===== config.mk =====
export PLATFORM = sky130hd
export DESIGN_NAME = clk_div_sequencer
export DESIGN_NICKNAME = d
export VERILOG_FILES = /design/src/rtl/clk_div_sequencer.sv
export SDC_FILE = /design/constraint.sdc
export NUM_CORES = 1
export LEC_CHECK = 0
export ABC_AREA = 1
export CORE_MARGIN = 2
export CORE_UTILIZATION = 57
export DETAILED_ROUTE_END_ITERATION = 12
export GPL_TIMING_DRIVEN = 0
export PLACE_DENSITY = 0.77
export SLEW_MARGIN = 30
export SYNTH_ARGS = -nofsm -noshare
export SYNTH_HDL_FRONTEND = slang
export SYNTH_SLANG_ARGS = --single-unit

===== constraint.sdc =====
create_clock -name CLK_IN -period 2.88 [get_ports CLK_IN]
set_input_delay 0.288 -clock CLK_IN [delete_from_list [all_inputs] [get_ports CLK_IN]]
set_output_delay 0.288 -clock CLK_IN [all_outputs]
set_load 0.03 [all_outputs]

===== src/rtl/clk_div_sequencer.sv =====
// Programmable clock-enable divider/sequencer: one counter drives the divided level and
// the edge strobes; config changes land only on period boundaries and stops finish the period.
module clk_div_sequencer #(
    parameter int WIDTH      = 8,
    parameter int RESET_DIV  = 4,
    parameter int RESET_HIGH = 2
) (
    input  logic             CLK_IN,
    input  logic             RST,
    input  logic             enable,
    input  logic             cfg_valid,
    output logic             cfg_ready,
    input  logic [WIDTH-1:0] cfg_div,
    input  logic [WIDTH-1:0] cfg_high,
    output logic             cfg_err,
    output logic             clk_level,
    output logic             preedge,
    output logic             edge_pulse,
    output logic             running,
    output logic [WIDTH-1:0] cur_div
);

    typedef enum logic [1:0] {
        ST_STOP  = 2'd0,
        ST_RUN   = 2'd1,
        ST_PEND  = 2'd2,
        ST_DRAIN = 2'd3
    } state_t;

    localparam logic [WIDTH-1:0] L_ZERO       = '0;
    localparam logic [WIDTH-1:0] L_ONE        = WIDTH'(32'd1);
    localparam logic [WIDTH-1:0] L_TWO        = WIDTH'(32'd2);
    localparam logic [WIDTH-1:0] L_RESET_DIV  = WIDTH'(RESET_DIV);
    localparam logic [WIDTH-1:0] L_RESET_HIGH = WIDTH'(RESET_HIGH);

    function automatic logic f_cfg_ok(input logic [WIDTH-1:0] div, input logic [WIDTH-1:0] high);
        return (div >= L_TWO) && (high != L_ZERO) && (high < div);
    endfunction

    state_t           r_state;
    logic [WIDTH-1:0] r_cnt;
    logic [WIDTH-1:0] r_cur_div;
    logic [WIDTH-1:0] r_cur_high;
    logic [WIDTH-1:0] r_shd_div;
    logic [WIDTH-1:0] r_shd_high;
    logic             r_shd_full;
    logic             r_cfg_err;
    logic             r_clk_level;
    logic             r_edge_pulse;
    logic             r_running;

    state_t           w_state_nxt;
    logic [WIDTH-1:0] w_cnt_nxt;
    logic [WIDTH-1:0] w_cur_div_nxt;
    logic [WIDTH-1:0] w_cur_high_nxt;
    logic [WIDTH-1:0] w_shd_div_nxt;
    logic [WIDTH-1:0] w_shd_high_nxt;
    logic             w_shd_full_nxt;
    logic             w_xfer;
    logic             w_cfg_ok;
    logic             w_accept;
    logic             w_boundary;
    logic             w_run_type_nxt;

    assign cfg_ready      = (r_state == ST_STOP) || (r_state == ST_RUN);
    assign w_xfer         = cfg_valid && cfg_ready;
    assign w_cfg_ok       = f_cfg_ok(cfg_div, cfg_high);
    assign w_accept       = w_xfer && w_cfg_ok;
    assign w_boundary     = (r_state != ST_STOP) && (r_cnt == (r_cur_div - L_ONE));
    assign w_run_type_nxt = (w_state_nxt == ST_RUN) || (w_state_nxt == ST_PEND);

    // Next-state, counter, current-config and shadow update
    always_comb begin
        w_state_nxt    = r_state;
        w_cnt_nxt      = r_cnt;
        w_cur_div_nxt  = r_cur_div;
        w_cur_high_nxt = r_cur_high;
        w_shd_div_nxt  = r_shd_div;
        w_shd_high_nxt = r_shd_high;
        w_shd_full_nxt = r_shd_full;
        case (r_state)
            ST_STOP: begin
                w_cnt_nxt = L_ZERO;
                if (w_accept) begin
                    w_cur_div_nxt  = cfg_div;
                    w_cur_high_nxt = cfg_high;
                end else begin
                    w_cur_div_nxt = r_cur_div;
                end
                if (enable) begin
                    w_state_nxt = ST_RUN;
                end else begin
                    w_state_nxt = ST_STOP;
                end
            end
            ST_RUN: begin
                if (w_boundary) begin
                    w_cnt_nxt = L_ZERO;
                    if (enable) begin
                        if (w_accept) begin
                            w_shd_div_nxt  = cfg_div;
                            w_shd_high_nxt = cfg_high;
                            w_shd_full_nxt = 1'b1;
                            w_state_nxt    = ST_PEND;
                        end else begin
                            w_state_nxt = ST_RUN;
                        end
                    end else begin
                        // Stopping here: no period will run on the old values, so load directly
                        if (w_accept) begin
                            w_cur_div_nxt  = cfg_div;
                            w_cur_high_nxt = cfg_high;
                        end else begin
                            w_cur_div_nxt = r_cur_div;
                        end
                        w_state_nxt = ST_STOP;
                    end
                end else begin
                    w_cnt_nxt = r_cnt + L_ONE;
                    if (w_accept) begin
                        w_shd_div_nxt  = cfg_div;
                        w_shd_high_nxt = cfg_high;
                        w_shd_full_nxt = 1'b1;
                    end else begin
                        w_shd_full_nxt = r_shd_full;
                    end
                    if (!enable) begin
                        w_state_nxt = ST_DRAIN;
                    end else if (w_accept) begin
                        w_state_nxt = ST_PEND;
                    end else begin
                        w_state_nxt = ST_RUN;
                    end
                end
            end
            ST_PEND: begin
                if (w_boundary) begin
                    w_cnt_nxt      = L_ZERO;
                    w_cur_div_nxt  = r_shd_div;
                    w_cur_high_nxt = r_shd_high;
                    w_shd_full_nxt = 1'b0;
                    if (enable) begin
                        w_state_nxt = ST_RUN;
                    end else begin
                        w_state_nxt = ST_STOP;
                    end
                end else begin
                    w_cnt_nxt = r_cnt + L_ONE;
                    if (!enable) begin
                        w_state_nxt = ST_DRAIN;
                    end else begin
                        w_state_nxt = ST_PEND;
                    end
                end
            end
            ST_DRAIN: begin
                if (w_boundary) begin
                    w_cnt_nxt   = L_ZERO;
                    w_state_nxt = ST_STOP;
                    if (r_shd_full) begin
                        w_cur_div_nxt  = r_shd_div;
                        w_cur_high_nxt = r_shd_high;
                        w_shd_full_nxt = 1'b0;
                    end else begin
                        w_shd_full_nxt = 1'b0;
                    end
                end else begin
                    w_cnt_nxt = r_cnt + L_ONE;
                end
            end
            default: begin
                w_state_nxt    = ST_STOP;
                w_cnt_nxt      = L_ZERO;
                w_shd_full_nxt = 1'b0;
            end
        endcase
    end

    // State, configuration and registered output update
    always_ff @(posedge CLK_IN) begin
        if (RST) begin
            r_state      <= ST_STOP;
            r_cnt        <= L_ZERO;
            r_cur_div    <= L_RESET_DIV;
            r_cur_high   <= L_RESET_HIGH;
            r_shd_div    <= L_ZERO;
            r_shd_high   <= L_ZERO;
            r_shd_full   <= 1'b0;
            r_cfg_err    <= 1'b0;
            r_clk_level  <= 1'b0;
            r_edge_pulse <= 1'b0;
            r_running    <= 1'b0;
        end else begin
            r_state      <= w_state_nxt;
            r_cnt        <= w_cnt_nxt;
            r_cur_div    <= w_cur_div_nxt;
            r_cur_high   <= w_cur_high_nxt;
            r_shd_div    <= w_shd_div_nxt;
            r_shd_high   <= w_shd_high_nxt;
            r_shd_full   <= w_shd_full_nxt;
            r_cfg_err    <= w_xfer && !w_cfg_ok;
            r_running    <= (w_state_nxt != ST_STOP);
            r_edge_pulse <= w_run_type_nxt && (w_cnt_nxt == L_ZERO);
            r_clk_level  <= (w_state_nxt != ST_STOP) && (w_cnt_nxt < w_cur_high_nxt);
        end
    end

    // preedge depends on this cycle's enable, so it cannot be a registered copy
    assign preedge    = w_boundary && w_run_type_nxt;
    assign cfg_err    = r_cfg_err;
    assign clk_level  = r_clk_level;
    assign edge_pulse = r_edge_pulse;
    assign running    = r_running;
    assign cur_div    = r_cur_div;

endmodule


==> results.ini <==
[critical_path]
crit_top_cell=nand2_4
crit_path_end_kind=output pin
cp_slowest_stage_delay_ps=380
reg2regPathDepth=21
cp-endpoint=preedge
cpMaxStageDelayCell=dfxtp_4
cp-startpoint=cur_div[0]
cp-start-kind=flip-flop
setup.worst_path.class=flip-flop to output pin
rr_endpoint=clk_level
worst_ep_required_time_ps=2590
worstPathMaxFanout=4
r2r-start=cur_div[0]
path_cells=inv_4 > ha_4 > nand3_4 > nor2_4 > xor2_2 > and3_4 > nand2_4 > nor2_8 > buf_6 > nand2_4 > nand2_4 > inv_4 > a211oi_4 > ha_1 > inv_2 > nor2_4 > buf_6
rrSetupSlack_ps=-100
cp.arrival_ps=2820

[place]
dp.cells=607
dp_hpwl_mm=7.057
gp_congestion=0.9198
io_buffers=33
dpl_worst_slack_ps=-1051
placed_area_sq_um=3750

[drt]
drtIter0Drc=308
dr.pass1.iters=7
viasPerCell=5.804
drtAntennaViolNets=0
routed_wl_mm=10.08
wl_per_cell_um=15.92
num_vias=3674
drc=0

[clocking]
cts_buffers=5
htree_levels=2
clock-sinks=47
cts_tree=built
cts_buffer_depth=2
ctsHoldBuffers=0
ctsRootBufferMaster=clkbuf_8
clk_pin_slew_ps=100
clock_latency_ps=310

[sta]
max_slew_margin_pct=43.16
clock.fmax_mhz=322.2
tns_ps=-325.2
rsz0062_at_grt=yes
tightest_slew_ps=849.4
skew_ps=13.02
hold_viol_final=0
finalSetupViolCount=2
setup_slack_ps=-223.4
holdWs_ps=472.9
period_needed_ps=3103
timing.final.max_slew_violations=0
finalCritPeriodShare_pct=107.8

[logic_synthesis]
synth_area_per_cell_sq_um=6.612
syn_inst=502
yosys.cell_count.top_type=nand2_1
yosysTopAreaCellShare_pct=28.35
synth_edf_count=0
ys_seq_area_share_pct=28.35
synth_common_cells=98 x nand2_1, 73 x inv_1, 62 x nor2_1
postSynth.asyncResetShare_pct=0
yosysTopAreaCell=dfxtp_1
yosys-top-cells-area=dfxtp_1 28%, nand2_1 11%, inv_1 8.3%
syn_area_sq_um=3319
synth.ff_latch_count=47
yosys_warnings=0
synth.distinct_cells=48
synthFlopType=dfxtp_1
synth_fp_nets=540

[floorplanning]
core_sq_um=5574
die_h_um=80.31
die-area_sq_um=6450
initial_core_util_pct=59.55
std_cell_rows=27
num_io_pins=34
die_x_um=80.31

[worst_hold_path]
hold_path.class=flip-flop to flip-flop

[global_routing]
grt_pass1_wl_mm=15.85
track_usage_pct=31.51
gr-total-overflow=0
grt_max_degree=17
first_global_vias=3380
antenna_found_initial=0

[pwr]
leakagePower_nw=2.012
ir_drop_v=0.0002883
power_mw=2.481
pwr_density_cell_nw_per_um2=583.2

[run_status]
status=finished with violations
violations=negative setup slack

[flow_run]
drv_cap=0

[final_layout]
diodes=0
drive_gt1_share_pct=19.61
post-route-util_pct=76.32
final_nets=598
syn2layout_area_growth_pct=28.16
design_area_sq_um=4254
fin_cells=633
n_fill_cell=439

==> report_power, final <==
part	internal [mW]	switching [mW]
clock	0.262	0.257
sequential	0.730	0.0719
combinational	0.451	0.710
total	1.44	1.04
==> layer usage <==
layer	routed length [um]	global-route usage, %	part of all wire [%]
met3	544	3.933	5.4
met2	4729	54.67	47
met4	473	13.73	4.7
met5	0	0	0
met1	4330	38.93	43
==> sequential cells by signal (all words and copies together), names as in the netlist <==
register and cells:
r_cnt 8, clk_level 1, r_shd_high 8, r_shd_full 1, r_cur_high 8, cfg_err 1, edge_pulse 1, cur_div 8
running 1, r_shd_div 8, r_state 2
==> what timing repair did <==
| action | in CTS | in global routing |
|---|---|---|
| setup buffers | 11 | 7 |
| resized for setup | 26 | 48 |
| pin swaps | 13 | 18 |
| endpoints found under the setup margin | 3 | 20 |
| hold endpoints to repair | 0 | 0 |
==> final cells by class <==
cell class                      count  area, sq um  share of cell area [%]
Sequential cell                    47        945.9                   22.24
Inverter                           85        340.3                   8.000
Clock inverter                      3        46.29                   1.088
Clock buffer                        5        68.82                   1.618
Multi-Input combinational cell    359         2227                   52.35
Tap cell                           72        90.09                   2.118
Timing Repair Buffer               51        474.2                   11.15
Buffer                             11        61.31                   1.441
==> critical path: cells and delay by family, from the launching register on <==
family	cells	cell delay [ps]
buffers and inverters	5	460
adders and majority gates	2	430
xor gates and xnor gates	1	170
DFF	1	380
AOI/OAI and AO/OA	1	220
and+or+nand+nor	8	850
==> cell usage in the layout (no fill, tap or decap), drive strengths merged <==
cell and count:
xnor2 4, bufinv 1, o21ai 50, ha 18, a221oi 1, a21boi 1, nand3 34, nor3 6
o211ai 8, inv 82, nand3b 3, nand2 103, a22oi 1, nor4 1, buf 24, a211oi 3
clkdlybuf4s50 32, a21oi 25, clkinv 4, clkinvlp 1, a31oi 1, dfxtp 47, nor2 71, xor2 9
nor3b 1, o221ai 8, clkbuf 11, and3 1, nand4 10
==> kinds of logic after synthesis <==
kind of cell	count (synthesis)	synth area share, %
xor gates and xnor gates	13	3.883
buffers and inverters	96	11.61
adders and majority gates	18	6.785
and+or+nand+nor	230	31.10
DFF	47	28.35
AOI/OAI and AO/OA	98	18.28
==> how the worst min path moves through the flow <==
stage / start / to / slack (ps) / cells past startpoint
CTS: r_shd_div[0] / cur_div[0] / 480 / 2
floorplan: RST / edge_pulse / 360 / 1
global placement: r_shd_div[0] / cur_div[0] / 450 / 2
global route: r_shd_div[0] / cur_div[0] / 500 / 2
finish: r_shd_div[0] / cur_div[0] / 470 / 2
detailed placement: r_shd_div[0] / cur_div[0] / 460 / 2
No activity file was read; power rests on OpenSTA's default activity.
==> RTL edit: new RTL, config.mk and constraints unchanged <==
Re-encode `state_t` (4 states) as one-hot, 4 bits wide.
--- a/src/rtl/clk_div_sequencer.sv
+++ b/src/rtl/clk_div_sequencer.sv
@@ -22,7 +22,7 @@
 
-    typedef enum logic [1:0] {
-        ST_STOP  = 2'd0,
-        ST_RUN   = 2'd1,
-        ST_PEND  = 2'd2,
-        ST_DRAIN = 2'd3
+    typedef enum logic [3:0] {
+        ST_STOP  = 4'b0001,
+        ST_RUN   = 4'b0010,
+        ST_PEND  = 4'b0100,
+        ST_DRAIN = 4'b1000
     } state_t;
Function: same outputs for any inputs over 4 cycles, from zero or initial values and one cycle with RST high; so few cycles prove little.
==> RTL edit against the unedited design <==
Worst setup slack gained 0.27 ns; sequential cell count increased by 2; wire length decreased by 27%; synthesized area decreased by 7.4%; total power fell by 22%; design area down 9.2%; first-iteration DRC count decreased by 39%; sequential power is 6.1% lower; largest power group is now sequential cells.
==> RTL edit: results (changes against the unedited design) <==
| Metric | Value |
|---|---|
| Status | finished clean (was complete, but fails checks) |
| Part of the Yosys area used for sequential elements | 31.90% (was 28.35%) |
| Final period util | 98.55% (was 107.8%) |
| FILL cells | 411 (was 439) |
| Sequential Power | 0.000752 W (was 0.000801 W) |
| Total Power | 0.001946 W (was 0.002481 W) |
| Hold Crit Start | cfg_div[7] (was r_shd_div[0]) |
| Syn_nets | 487 (was 540) |
| Final nets | 541 (was 598) |
| Hold WS | 0.3315 ns (was 0.4729 ns) |
| Routing usage on met1 | 33.50% (was 38.93%) |
| Clock network area share | 3.467% (was 2.706%) |
| VDD IR max | 0.3467 mV (was 0.2883 mV) |
| GRT met2 Usage | 45.91% (was 54.67%) |
| Post-DR wirelength/cell | 12.84 um (was 15.92 um) |
| Layout area overhead | 25.55% (was 28.16%) |
| Multi-input gates | 291 (was 359) |
| Seq_cells | 49 (was 47) |
| Cell Area, Placed | 3486 um2 (was 3750 um2) |
| WP data arrival | 3.03 ns (was 2.82 ns) |
| FF-to-FF setup slack | 0.04 ns (was -0.10 ns) |
| Gp weighted congestion | 0.8390 (was 0.9198) |
| Layout cell share with drive strength beyond 1 | 16.40% (was 19.61%) |
| Final WL | 7394 um (was 10080 um) |
| Non-CTS buffers | 58 (was 62) |
| Routed via count | 2976 (was 3674) |
| Worst min-delay path class | in2reg (was reg2reg) |
| Port buffer count | 32 (was 33) |
| DP Worst Slack | -0.5390 ns (was -1.051 ns) |
| Commonest cells in the netlist | 88 x inv_1, 77 x nand2_1, 49 x dfxtp_1 (was 98 x nand2_1, 73 x inv_1, 62 x nor2_1) |
| Mapped Cells | 451 (was 502) |
| Placed instance count | 553 (was 607) |
| Critical Path Fanout Max | 7 (was 4) |
| Pin count of the biggest net entering global routing | 16 (was 17) |
| Library cells used by synthesis | 46 (was 48) |
| Worst Hold End | cur_div[7] (was cur_div[0]) |
| Sequential share of cell area | 25.53% (was 22.24%) |
| Multi-input logic area | 1760 um2 (was 2227 um2) |
| Clock network power | 0.000575 W (was 0.000519 W) |
| Non-Clock Buffer Area Fraction | 13.16% (was 12.59%) |
| NetSw | 0.0006230 W (was 0.001039 W) |
| First-pass GRT wire length | 12760 um (was 15850 um) |
| P_leak | 1.812 nW (was 2.012 nW) |
| Final HPWL DP | 5587 um (was 7057 um) |
RTL edit: cell types whose count changed after synthesis, moves of 6 or more:
cell,before,now
a21oi_1,24,33
inv_1,73,88
o21ai_0,36,27
nor3_1,5,11
nand2_1,98,77
o21ai_1,13,4
nand4_1,10,4
nor2_1,62,45
nand3_1,33,19
RTL edit: layer usage:
| metal | vias up | part of all wire, % |
|---|---|---|
| li1 | 1537 | - |
| met1 | 1370 | 47 |
| met2 | 56 | 49 |
| met3 | 13 | 3.3 |
| met4 | 0 | 1.5 |
| met5 | - | 0 |
RTL edit: what timing repair did:
action,4_1_cts,5_1_grt
pin swaps,8,8
setup endpoints to repair,2,2
buffers inserted,12,3
cloned,0,0
resized for setup,21,20
RTL edit: logic make-up (layout without fill, tap and decap cells):
family	after synthesis	after routing	share of synthesized area (%)
fa+ha+maj	16	16	6.509
compound gates	87	87	17.01
xor+xnor	9	9	3.011
flops	49	49	31.90
simple gates	179	179	27.54
buf+inv	111	166	14.04
